$ cat src/rtl/key_search_sequencer_pkg.sv
// ============================================================================
// Module      : key_search_sequencer_pkg
// Description : Mode codes, sequencer state type and key-width defaults.
// Revision    : 1.0 - initial release
// ============================================================================
`default_nettype none

package key_search_sequencer_pkg;

   localparam logic [5:0] MODE_IDLE = 6'b000_000;
   localparam logic [5:0] MODE_INIT = 6'b001_000;
   localparam logic [5:0] MODE_SHUF = 6'b010_000;
   localparam logic [5:0] MODE_DECR = 6'b011_000;

   localparam int DEF_RAM_WIDTH  = 8;
   localparam int DEF_KEY_LENGTH = 3;
   localparam int DEF_KEY_BITS   = 22;

   typedef enum logic [3:0] {
      ST_IDLE      = 4'd0,
      ST_INIT      = 4'd1,
      ST_GAP1      = 4'd2,
      ST_SHUF      = 4'd3,
      ST_GAP2      = 4'd4,
      ST_DECR      = 4'd5,
      ST_CHECK     = 4'd6,
      ST_FOUND     = 4'd7,
      ST_EXHAUSTED = 4'd8,
      ST_ERROR     = 4'd9
   } seq_state_t;

   function automatic logic [5:0] mode_of(seq_state_t s);
      logic [5:0] m;
      case (s)
         ST_INIT: m = MODE_INIT;
         ST_SHUF: m = MODE_SHUF;
         ST_DECR: m = MODE_DECR;
         default: m = MODE_IDLE;
      endcase
      return m;
   endfunction

   function automatic logic in_phase(seq_state_t s);
      return (s == ST_INIT) || (s == ST_SHUF) || (s == ST_DECR);
   endfunction

   // Busy covers the phases plus the gap and check cycles between them.
   function automatic logic in_search(seq_state_t s);
      return (s == ST_INIT) || (s == ST_GAP1) || (s == ST_SHUF) ||
             (s == ST_GAP2) || (s == ST_DECR) || (s == ST_CHECK);
   endfunction

endpackage

`default_nettype wire

$ cat src/rtl/key_search_sequencer_if.sv
// ============================================================================
// Module      : key_search_sequencer_if
// Description : Control / RAM-controller signal bundle around the sequencer.
// Revision    : 1.0 - initial release
// ============================================================================
`default_nettype none

interface key_search_sequencer_if
   import key_search_sequencer_pkg::*;
#(
   parameter int RAM_WIDTH  = DEF_RAM_WIDTH,
   parameter int KEY_LENGTH = DEF_KEY_LENGTH
);
   logic                                 start;
   logic                                 abort;
   logic [2:0]                           finish_bus;
   logic                                 success;
   logic [5:0]                           mode;
   logic [KEY_LENGTH-1:0][RAM_WIDTH-1:0] key;
   logic                                 busy;
   logic                                 found;
   logic                                 exhausted;
   logic                                 wdog_err;

   modport master (
      input  start, abort, finish_bus, success,
      output mode, key, busy, found, exhausted, wdog_err
   );

   modport slave (
      output start, abort, finish_bus, success,
      input  mode, key, busy, found, exhausted, wdog_err
   );
endinterface

`default_nettype wire

$ cat src/rtl/key_search_sequencer_phase_watchdog.sv
// ============================================================================
// Module      : phase_watchdog
// Description : Per-phase cycle budget counter; expired flags the last cycle.
// Revision    : 1.0 - initial release
// ============================================================================
`default_nettype none

module phase_watchdog
   import key_search_sequencer_pkg::*;
#(
   parameter int WDOG_CYCLES = 4096
) (
   input  wire logic clk,
   input  wire logic reset,
   input  wire logic clear,
   input  wire logic enable,
   output logic      expired
);
   localparam int               CNT_W = $clog2(WDOG_CYCLES + 1);
   localparam logic [CNT_W-1:0] LIMIT = CNT_W'(WDOG_CYCLES - 1);

   logic [CNT_W-1:0] count;

   always_ff @(posedge clk or negedge reset) begin
      if (!reset) begin
         count <= '0;
      end else if (clear) begin
         count <= '0;
      end else if (enable && (count != LIMIT)) begin
         count <= count + 1'b1;
      end
   end

   // High during the WDOG_CYCLES-th cycle of the phase.
   assign expired = enable && (count == LIMIT);

endmodule

`default_nettype wire

$ cat src/rtl/key_search_sequencer.sv
// ============================================================================
// Module      : key_search_sequencer
// Description : Walks the key space running init->shuffle->decrypt per key.
//               SEQ_WATCHDOG_EN adds a per-phase timeout and ERROR state.
// Revision    : 1.0 - initial release
// ============================================================================
`default_nettype none

module key_search_sequencer
   import key_search_sequencer_pkg::*;
#(
   parameter int                  RAM_WIDTH   = DEF_RAM_WIDTH,
   parameter int                  KEY_LENGTH  = DEF_KEY_LENGTH,
   parameter int                  KEY_BITS    = DEF_KEY_BITS,
   parameter logic [KEY_BITS-1:0] KEY_FIRST   = '0,
   parameter logic [KEY_BITS-1:0] KEY_LAST    = '1,
   parameter int                  WDOG_CYCLES = 4096
) (
   input  wire logic              clk,
   input  wire logic              reset,
   key_search_sequencer_if.master bus
);
   localparam int KEY_W = KEY_LENGTH * RAM_WIDTH;

   seq_state_t          state;
   seq_state_t          state_nxt;
   logic [KEY_BITS-1:0] key_cnt;
   logic [KEY_BITS-1:0] key_cnt_nxt;
   logic [5:0]          mode_q;
   logic                busy_q;
   logic                found_q;
   logic                found_nxt;
   logic                exh_q;
   logic                exh_nxt;
   logic                verdict_q;
   logic                verdict_nxt;
   logic                restart;
   logic                timeout;
   logic [KEY_W-1:0]    key_flat;

   always_ff @(posedge clk or negedge reset) begin
      if (!reset) begin
         state     <= ST_IDLE;
         key_cnt   <= KEY_FIRST;
         mode_q    <= MODE_IDLE;
         busy_q    <= 1'b0;
         found_q   <= 1'b0;
         exh_q     <= 1'b0;
         verdict_q <= 1'b0;
      end else begin
         state     <= state_nxt;
         key_cnt   <= key_cnt_nxt;
         mode_q    <= mode_of(state_nxt);
         busy_q    <= in_search(state_nxt);
         found_q   <= found_nxt;
         exh_q     <= exh_nxt;
         verdict_q <= verdict_nxt;
      end
   end

   always_comb begin
      state_nxt   = state;
      key_cnt_nxt = key_cnt;
      found_nxt   = found_q;
      exh_nxt     = exh_q;
      verdict_nxt = verdict_q;
      restart     = 1'b0;

      if (bus.abort) begin
         state_nxt = ST_IDLE;
      end else begin
         case (state)
            ST_IDLE, ST_FOUND, ST_EXHAUSTED, ST_ERROR: begin
               if (bus.start) begin
                  restart     = 1'b1;
                  state_nxt   = ST_INIT;
                  key_cnt_nxt = KEY_FIRST;
                  found_nxt   = 1'b0;
                  exh_nxt     = 1'b0;
               end
            end
            ST_INIT: begin
               if (bus.finish_bus[0]) state_nxt = ST_GAP1;
               else if (timeout)      state_nxt = ST_ERROR;
            end
            ST_GAP1: state_nxt = ST_SHUF;
            ST_SHUF: begin
               if (bus.finish_bus[1]) state_nxt = ST_GAP2;
               else if (timeout)      state_nxt = ST_ERROR;
            end
            ST_GAP2: state_nxt = ST_DECR;
            ST_DECR: begin
               // The verdict is only valid alongside the decryptor's finish bit.
               if (bus.finish_bus[2]) begin
                  verdict_nxt = bus.success;
                  state_nxt   = ST_CHECK;
               end else if (timeout) begin
                  state_nxt = ST_ERROR;
               end
            end
            ST_CHECK: begin
               if (verdict_q) begin
                  state_nxt = ST_FOUND;
                  found_nxt = 1'b1;
               end else if (key_cnt == KEY_LAST) begin
                  state_nxt = ST_EXHAUSTED;
                  exh_nxt   = 1'b1;
               end else begin
                  key_cnt_nxt = key_cnt + 1'b1;
                  state_nxt   = ST_INIT;
               end
            end
            default: state_nxt = ST_IDLE;
         endcase
      end
   end

`ifdef SEQ_WATCHDOG_EN
   logic phase_active;
   logic wd_expired;
   logic wdog_q;

   assign phase_active = in_phase(state);

   // Every phase is entered from a non-phase state, so holding the counter
   // clear outside the phases restarts it on each entry.
   phase_watchdog #(
      .WDOG_CYCLES(WDOG_CYCLES)
   ) u_phase_watchdog (
      .clk    (clk),
      .reset  (reset),
      .clear  (!phase_active),
      .enable (phase_active),
      .expired(wd_expired)
   );

   assign timeout = wd_expired;

   always_ff @(posedge clk or negedge reset) begin
      if (!reset) begin
         wdog_q <= 1'b0;
      end else if (restart) begin
         wdog_q <= 1'b0;
      end else if (state_nxt == ST_ERROR) begin
         wdog_q <= 1'b1;
      end
   end

   assign bus.wdog_err = wdog_q;
`else
   assign timeout      = 1'b0;
   assign bus.wdog_err = 1'b0;
`endif

   always_comb begin
      key_flat                 = '0;
      key_flat[KEY_BITS-1:0]   = key_cnt;
   end

   assign bus.key       = key_flat;
   assign bus.mode      = mode_q;
   assign bus.busy      = busy_q;
   assign bus.found     = found_q;
   assign bus.exhausted = exh_q;

endmodule

`default_nettype wire
$ cat src/flat_wrapper.sv
// flat-port wrapper written by rule: the top's interface ports become plain ports
module key_search_sequencer_flat import key_search_sequencer_pkg::*;
#(
   parameter int                  RAM_WIDTH   = DEF_RAM_WIDTH,
   parameter int                  KEY_LENGTH  = DEF_KEY_LENGTH,
   parameter int                  KEY_BITS    = DEF_KEY_BITS,
   parameter logic [KEY_BITS-1:0] KEY_FIRST   = '0,
   parameter logic [KEY_BITS-1:0] KEY_LAST    = '1,
   parameter int                  WDOG_CYCLES = 4096
)
  (clk, reset, bus_start, bus_abort, bus_finish_bus, bus_success, bus_mode, bus_key, bus_busy, bus_found, bus_exhausted, bus_wdog_err);
  key_search_sequencer_if #(.RAM_WIDTH(RAM_WIDTH), .KEY_LENGTH(KEY_LENGTH)) bus_i ();
  input  wire logic clk;
  input  wire logic reset;
  input wire logic [$bits(bus_i.start)-1:0] bus_start;
  input wire logic [$bits(bus_i.abort)-1:0] bus_abort;
  input wire logic [$bits(bus_i.finish_bus)-1:0] bus_finish_bus;
  input wire logic [$bits(bus_i.success)-1:0] bus_success;
  output wire logic [$bits(bus_i.mode)-1:0] bus_mode;
  output wire logic [$bits(bus_i.key)-1:0] bus_key;
  output wire logic [$bits(bus_i.busy)-1:0] bus_busy;
  output wire logic [$bits(bus_i.found)-1:0] bus_found;
  output wire logic [$bits(bus_i.exhausted)-1:0] bus_exhausted;
  output wire logic [$bits(bus_i.wdog_err)-1:0] bus_wdog_err;
  assign bus_i.start = bus_start;
  assign bus_i.abort = bus_abort;
  assign bus_i.finish_bus = bus_finish_bus;
  assign bus_i.success = bus_success;
  assign bus_mode = bus_i.mode;
  assign bus_key = bus_i.key;
  assign bus_busy = bus_i.busy;
  assign bus_found = bus_i.found;
  assign bus_exhausted = bus_i.exhausted;
  assign bus_wdog_err = bus_i.wdog_err;
  key_search_sequencer #(.RAM_WIDTH(RAM_WIDTH), .KEY_LENGTH(KEY_LENGTH), .KEY_BITS(KEY_BITS), .KEY_FIRST(KEY_FIRST), .KEY_LAST(KEY_LAST), .WDOG_CYCLES(WDOG_CYCLES)) u_core (.clk(clk), .reset(reset), .bus(bus_i));
endmodule
$ cat config.mk
export PLATFORM = sky130hd
export DESIGN_NAME = key_search_sequencer_flat
export DESIGN_NICKNAME = d
export VERILOG_FILES = /design/src/rtl/key_search_sequencer_pkg.sv /design/src/rtl/key_search_sequencer_if.sv /design/src/rtl/key_search_sequencer_phase_watchdog.sv /design/src/rtl/key_search_sequencer.sv /design/src/flat_wrapper.sv
export SDC_FILE = /design/constraint.sdc
export NUM_CORES = 1
export LEC_CHECK = 0
export CORE_MARGIN = 2
export CORE_UTILIZATION = 30
export CTS_CLUSTER_DIAMETER = 40
export DETAILED_ROUTE_END_ITERATION = 10
export GPL_ROUTABILITY_DRIVEN = 0
export PLACE_DENSITY_LB_ADDON = 0.3
export SYNTH_ARGS = -nofsm -noshare
export SYNTH_HDL_FRONTEND = slang
export SYNTH_SLANG_ARGS = --single-unit
$ cat constraint.sdc
create_clock -name clk -period 3.8 [get_ports clk]
set_input_delay 1.14 -clock clk [delete_from_list [all_inputs] [get_ports clk]]
set_output_delay 1.14 -clock clk [all_outputs]
set_load 0.02 [all_outputs]
==> impl_results.md, run 1 <==
* Layout Area Growth over Synthesis at 21.6%
* Gate count after technology mapping at 235
* Post-route worst setup slack at 0.713 ns
* Reg2Reg Depth at 6
* Async set or reset register ratio after synthesis at 1.00
* Commonest cells in the synthesized netlist: 33 x nand2_1, 32 x dfrtp_1, 21 x mux2i_1, 18 x a211oi_1, 15 x nand2b_1
* Count of yosys warnings during synthesis at 0
* Cell breakdown of the critical path: clkdlybuf4s50_1, or3b_1, a21oi_2, o21ai_2, a2111oi_2, mux2i_1
* Endpoint with the worst hold slack: u_core.bus.found$_DFFE_PN0P_
* Worst-case vdd ir drop at 0.150 mV
* Worst hold slack across all endpoints at 0.496 ns
* Number of rows in the core area at 31
* Pwr/cell area at 281 nW/µm²
* Count of max-cap constraint violations at 0
* Setup Total Neg Slack at 0 ns
* Reg2reg end: u_core.key_cnt[0]$_DFFE_PN0P_
* Core area at 7210 µm²
* Worst slack at placement at 0.437 ns
* Least-Margin Pin Slew at 1.14 ns
* Final number of setup-violating endpoints at 0
* Aggregate routed wire length at 4970 µm
* Cell depth of the worst setup path at 6
* TritonCTS buffer count at 5
* Crit-path leading delay family: compound AO/OA/AOI/OAI gates
* 1st-pass router iterations at 4
* Maximum clock path buffer count at 2
* Maximum level of the CTS H-tree at 2
* Sum of routed wire segments on met1 at 2540 µm
* Number of slew-limit violations in the final report at 0
* Clock slew at reported path FFs at 0.06 ns
* Post-Synthesis Cell Area at 2230 µm²
* Clock tree from TritonCTS: yes
* Layout Nets at 274
* Reg-to-reg critical path startpoint: u_core.key_cnt[0]$_DFFE_PN0P_
* Critical Path Slowest Stage Cell: clkdlybuf4s50_1
* Vias after detailed routing at 1805
* Register area share after synthesis at 0.360
* Clk Latency, worst-skew pair at 0.28 ns
* Critical Path AT at 3.29 ns
* Number of synthesized register bits at 32
* Hold Path Stages at 1
* Crit path buf inv count at 1
* DRC violation total after the first TritonRoute iteration at 78
* Critical path fanouts, max at 23
* Max_slew headroom at 0.243
* Number of nets with antenna violations after routing at 0
* Share of the synthesized area in the top cell type at 0.360
* Die outline width at 90.1 µm
* Starting density of the core at 0.309
* Hold path start: u_core.bus.found$_DFFE_PN0P_
* CTS root buffer: clkbuf_8
* Port Buffer Count at 34
* Post-detailed-route DRC marker count at 0
* Nature of the critical path endpoint: flop
* RSZ-0062 raised after global routing: false
* Highest cell delay on the worst timing path at 0.52 ns
* Instance count after placement with tap cells included at 357
* Number of clock sinks at 32
* Antenna violations before repair at 0
* Worst reg-to-reg setup slack at 1.49 ns
* Number of buffers inserted by post-CTS setup repair at 0
* ANT cells at 0
* Overall power at 0.760 mW
* Mean cell area of the mapped netlist at 9.47 µm²
* Global-route congestion overflow total at 0
* Vertical die dimension at 90.1 µm
* Met2 routed wirelength at 2200 µm
* Final Non-Filler Cells at 364
* Total half-perimeter wirelength after legalization and detailed placement at 3400 µm
* Leading cell type by number of instances after synthesis: nand2_1
* Number of top-level design ports at 42
* Final design instance area without fill at 2710 µm²
* Distinct cells, synth at 50
* First-pass GRT wire length at 8690 µm
* Min cycle time layout at 3.09 ns
* Largest net degree at the start of global routing at 43
* Post-synth EDFFs at 0
* Final period util at 0.812
* # resized after CTS at 0
* Post-detailed-route via-to-cell ratio at 4.96
* Layout cells sized above 1 at 0.128
* Fraction of the core area covered by cells at the end of the flow at 0.375
* DR WL met3 at 177 µm
* Clock tree skew after final layout at 0.00563 ns
* Area enclosed by the die boundary at 8120 µm²
* Worst min-delay path class: flop to flop
* DR top layer: met4
* Number of global-route vias before repair at 1729
* Detail-routed net length per standard cell at 13.7 µm
* Placed cell areas at 2610 µm²
* Kind of start point of the critical path: input pin
* Aggregate global-route resource usage at 0.129
* Status: completed
* Max Clk Rate at 0.324 GHz
* Type of the worst setup path: input pin to flop
* Hold buffer count at CTS at 0
* Standby leakage power at 1.09 nW
* Hold violation total from the final report at 0
* Most used DFF post-synth: dfrtp_1
* Most area-hungry cell type in the Yosys netlist: dfrtp_1
* Synth top area cells: dfrtp_1 36%, mux2i_1 9.4%, a211oi_1 6.1%, nand2_1 5.6%, nand2b_1 4.2%
* Worst EP required at 4.00 ns
layout make-up:
type	count	area (µm²)
Multi-Input combinational cell	178	1280
Timing Repair Buffer	37	363
Tap cell	99	124
Fill cell	733	4510
Inverter	11	41.3
Sequential cell	32	801
Clock buffer	7	96.3
power breakdown:
group          total, mW  internal, mW  switching [mW]
Clock              0.286         0.161           0.125
Sequential         0.360         0.349          0.0115
Combinational      0.114        0.0439          0.0703
cell families after synthesis:
| kind of cell | count (synthesis) | synth area share |
|---|---|---|
| AND/OR/NAND/NOR | 99 | 0.248 |
| other | 1 | 0.00168 |
| XOR/XNOR | 1 | 0.00394 |
| AO/OA/AOI/OAI | 44 | 0.178 |
| buffers and inverters | 31 | 0.0781 |
| adder cells (fa/ha/maj) | 1 | 0.00562 |
| multiplexers | 26 | 0.125 |
| flip-flops | 32 | 0.360 |
cell usage in the layout (no fill, tap or decap), types with 3 or more instances in the layout:
cell / n
a2111oi_2: 3
nand2_1: 33
nor2b_1: 5
nor2_1: 9
buf_4: 3
conb_1: 7
clkbuf_8: 7
nand2b_1: 15
mux2_4: 3
dfrtp_1: 32
mux2i_1: 21
inv_1: 11
nor3_1: 3
a21oi_1: 3
o21ai_0: 3
nand3_1: 8
a211oi_1: 18
clkdlybuf4s50_1: 34
nand4_1: 7
and3_1: 3
worst max-delay path by stage:
stage | startpoint | slack (ns) | to
2_1_floorplan | bus_finish_bus[0] | 1.26 | u_core.verdict_q$_DFFE_PN0P_
3_3_place_gp | bus_start | 0.46 | u_core.key_cnt[10]$_DFFE_PN0P_
3_5_place_dp | bus_start | 0.44 | u_core.key_cnt[6]$_DFFE_PN0P_
4_1_cts | bus_start | 0.72 | u_core.key_cnt[6]$_DFFE_PN0P_
5_1_grt | bus_start | 0.52 | u_core.key_cnt[6]$_DFFE_PN0P_
6_report | bus_start | 0.71 | u_core.key_cnt[6]$_DFFE_PN0P_
flip-flops by register name, indices dropped and copies added (netlist names):
name                  count
u_core.bus.busy           1
u_core.bus.exhausted      1
u_core.bus.found          1
u_core.bus.mode           2
u_core.key_cnt           22
u_core.state              4
u_core.verdict_q          1
layer usage:
layer / GRT usage / vias to the layer above
li1: - / 891
met1: 0.180 / 871
met2: 0.201 / 35
met3: 0.0293 / 8
met4: 0.0346 / 0
met5: 0 / -
worst register-to-register path, cell delays in order (launching register included):
cell,delay [ns]
dfrtp_1,0.44
ha_1,0.21
nand3_1,0.22
nor4_2,0.45
a21o_2,0.43
a21oi_2,0.13
mux2_2,0.32
Power figures use the tool's default switching activity.
==> run 2: changes to the inputs <==
- clock period: 3.8 -> 2.5 ns (I/O delays scaled with it)
==> impl_results.md, run 2 (synthesis gave the netlist of run 1 again) <==
* Layout Area Growth over Synthesis at 31.2%
* Commonest cells after routing, fill and taps aside: 34 x clkdlybuf4s50_1, 33 x nand2_1, 32 x dfrtp_1
* Reg-to-reg critical path startpoint: u_core.key_cnt[1]$_DFFE_PN0P_
* First-pass GRT wire length at 8640 µm (-0.64%)
* Timing startpoint of the critical path: bus_start
* Post-detailed-route DRC marker count at 0 (unchanged)
* Hold violation total from the final report at 0 (unchanged)
* Clock tree from TritonCTS: yes
* Antenna violations before repair at 0 (unchanged)
* Pwr/cell area at 430 nW/µm² (+53%)
* Overall power at 1.26 mW (+65%)
* CTS root buffer: clkbuf_8
* Most common library cell in the layout ignoring fill and taps: clkdlybuf4s50_1
* Type of the worst setup path: input pin to flop
* Aggregate routed wire length at 5210 µm (+4.8%)
* Layout Nets at 293 (+6.9%)
* Clock tree skew after final layout at 0.00358 ns (-0.00205 ns)
* Starting density of the core at 0.309 (unchanged)
* Vias after detailed routing at 1866 (+3.4%)
* Clk Latency, worst-skew pair at 0.29 ns (about the same)
* Vertical die dimension at 90.1 µm (unchanged)
* Max_slew headroom at 0.664 (+0.421)
* Worst EP required at 2.71 ns (-1.29 ns)
* Total half-perimeter wirelength after legalization and detailed placement at 3500 µm (+3.0%)
* Largest net degree at the start of global routing at 33 (-23%)
* Number of slew-limit violations in the final report at 0 (unchanged)
* DR WL met3 at 198 µm (+12%)
* Die outline width at 90.1 µm (unchanged)
* Final number of setup-violating endpoints at 0 (unchanged)
* Core area at 7210 µm² (unchanged)
* Count of max-cap constraint violations at 0 (unchanged)
* Aggregate global-route resource usage at 0.128 (-0.000751)
* Number of flip-flops under the largest register name at 22 (unchanged)
* Detail-routed net length per standard cell at 13.6 µm (-0.67%)
* Number of global-route vias before repair at 1796 (+3.9%)
* Post-detailed-route via-to-cell ratio at 4.86 (-2.0%)
* Fill cell count at 756 (+3.1%)
* Kind of start point of the critical path: input pin
* Final period util at 0.968
* Worst min-delay path class: flop to flop
* Number of clock sinks at 32 (unchanged)
* DRC violation total after the first TritonRoute iteration at 66 (-15%)
* Sum of routed wire segments on met1 at 2610 µm (+3.0%)
* Min cycle time layout at 2.42 ns
* Status: completed
* Number of top-level design ports at 42 (unchanged)
* Hold path start: u_core.bus.found$_DFFE_PN0P_
* Fraction of the core area covered by cells at the end of the flow at 0.405 (+0.0295)
* Nature of the critical path endpoint: flop
* Maximum clock path buffer count at 2 (unchanged)
* Area enclosed by the die boundary at 8120 µm² (unchanged)
* Port Buffer Count at 34 (unchanged)
* Number of rows in the core area at 31 (unchanged)
* ANT cells at 0 (unchanged)
* Instance count after placement with tap cells included at 373 (+4.5%)
* Critical Path AT at 2.63 ns (-0.66 ns)
* RSZ-0062 raised after global routing: true
* Maximum level of the CTS H-tree at 2 (unchanged)
* Layout cells sized above 1 at 0.200 (+0.0717)
* Max Clk Rate at 0.413 GHz
* 1st-pass router iterations at 4 (unchanged)
* Clock slew at reported path FFs at 0.07 ns (about the same)
* Met2 routed wirelength at 2340 µm (+6.3%)
* Final Non-Filler Cells at 384 (+5.5%)
* Largest reg by FF count: u_core.key_cnt
* DR top layer: met4
* TritonCTS buffer count at 5 (unchanged)
* Standby leakage power at 1.19 nW (+9.3%)
* Critical path fanouts, max at 6 (-74%)
* Worst-case vdd ir drop at 0.226 mV (+50%)
* Least-Margin Pin Slew at 0.501 ns (-0.634 ns)
* Hold buffer count at CTS at 0 (unchanged)
* Number of nets with antenna violations after routing at 0 (unchanged)
* Global-route congestion overflow total at 0 (unchanged)
[run 2: cell count changes in the layout (fill, tap and decap cells not counted), moves of 2 or more]
cell / delta
buf_4: +17
a211oi_1: -3
a211oi_2: +3
clkbuf_8: -2
[run 2: where the power goes]
group / internal, mW / total, mW / switching (mW) / leakage, nW
registers: 0.530 / 0.548 / 0.0178 / 0.444
logic: 0.0952 / 0.214 / 0.119 / 0.695
clock network: 0.296 / 0.494 / 0.198 / 0.0552
total: 0.921 / 1.26 / 0.335 / 1.19
[run 2: layout make-up]
class                   instances  area, µm²  area share
clock buffers                   6       72.6      0.0249
clock inverters                 2       35.0      0.0120
inverters                      11       41.3      0.0141
multi-input cells             179       1340       0.458
flip-flops and latches         32        801       0.274
well taps                      99        124      0.0424
repair buffers                 55        510       0.175
[run 2: stage by stage]
step                area (µm²)  hold slack (ns)  TNS [ns]  setup WS (ns)
detailed placement        2740            0.491     -4.92         -0.307
global placement          2740            0.486     -5.09         -0.302
finish                    2920            0.495         0         0.0799
floorplan                 2250            0.454         0          0.352
CTS                       2860            0.507         0         0.0306
global route              2920            0.528   -0.0159       -0.00833
[run 2: final timing paths]
check	cells after the start	slack [ns]	endpoint
worst max-delay path	7	0.08	u_core.key_cnt[5]$_DFFE_PN0P_
worst min register to register	1	0.49	u_core.bus.found$_DFFE_PN0P_
worst min-delay path	1	0.49	u_core.bus.found$_DFFE_PN0P_
worst max register to register	8	0.23	u_core.key_cnt[7]$_DFFE_PN0P_
min in group asynchronous	2	0.87	u_core.key_cnt[13]$_DFFE_PN0P_
max in group asynchronous	2	1.34	u_core.state[1]$_DFF_PN0_
[run 2: layer usage]
layer,track usage,vias to the layer above
li1,-,931
met5,0,-
met2,0.204,38
met3,0.0319,6
met1,0.173,891
met4,0.0385,0
[run 2: critical path, stage by stage]
cell	delay, ns
clkdlybuf4s50_1	0.48
or3b_4	0.40
a21oi_4	0.21
o21ai_4	0.11
buf_4	0.16
a2111oi_4	0.29
mux2i_1	0.23
[run 2: repair_timing]
| item | in CTS | in global routing |
|---|---|---|
| resized for setup | 1 | 6 |
| gates cloned | 0 | 1 |
| setup endpoints to repair | 1 | 15 |
| buffers inserted | 0 | 2 |
| pin swaps | 0 | 0 |
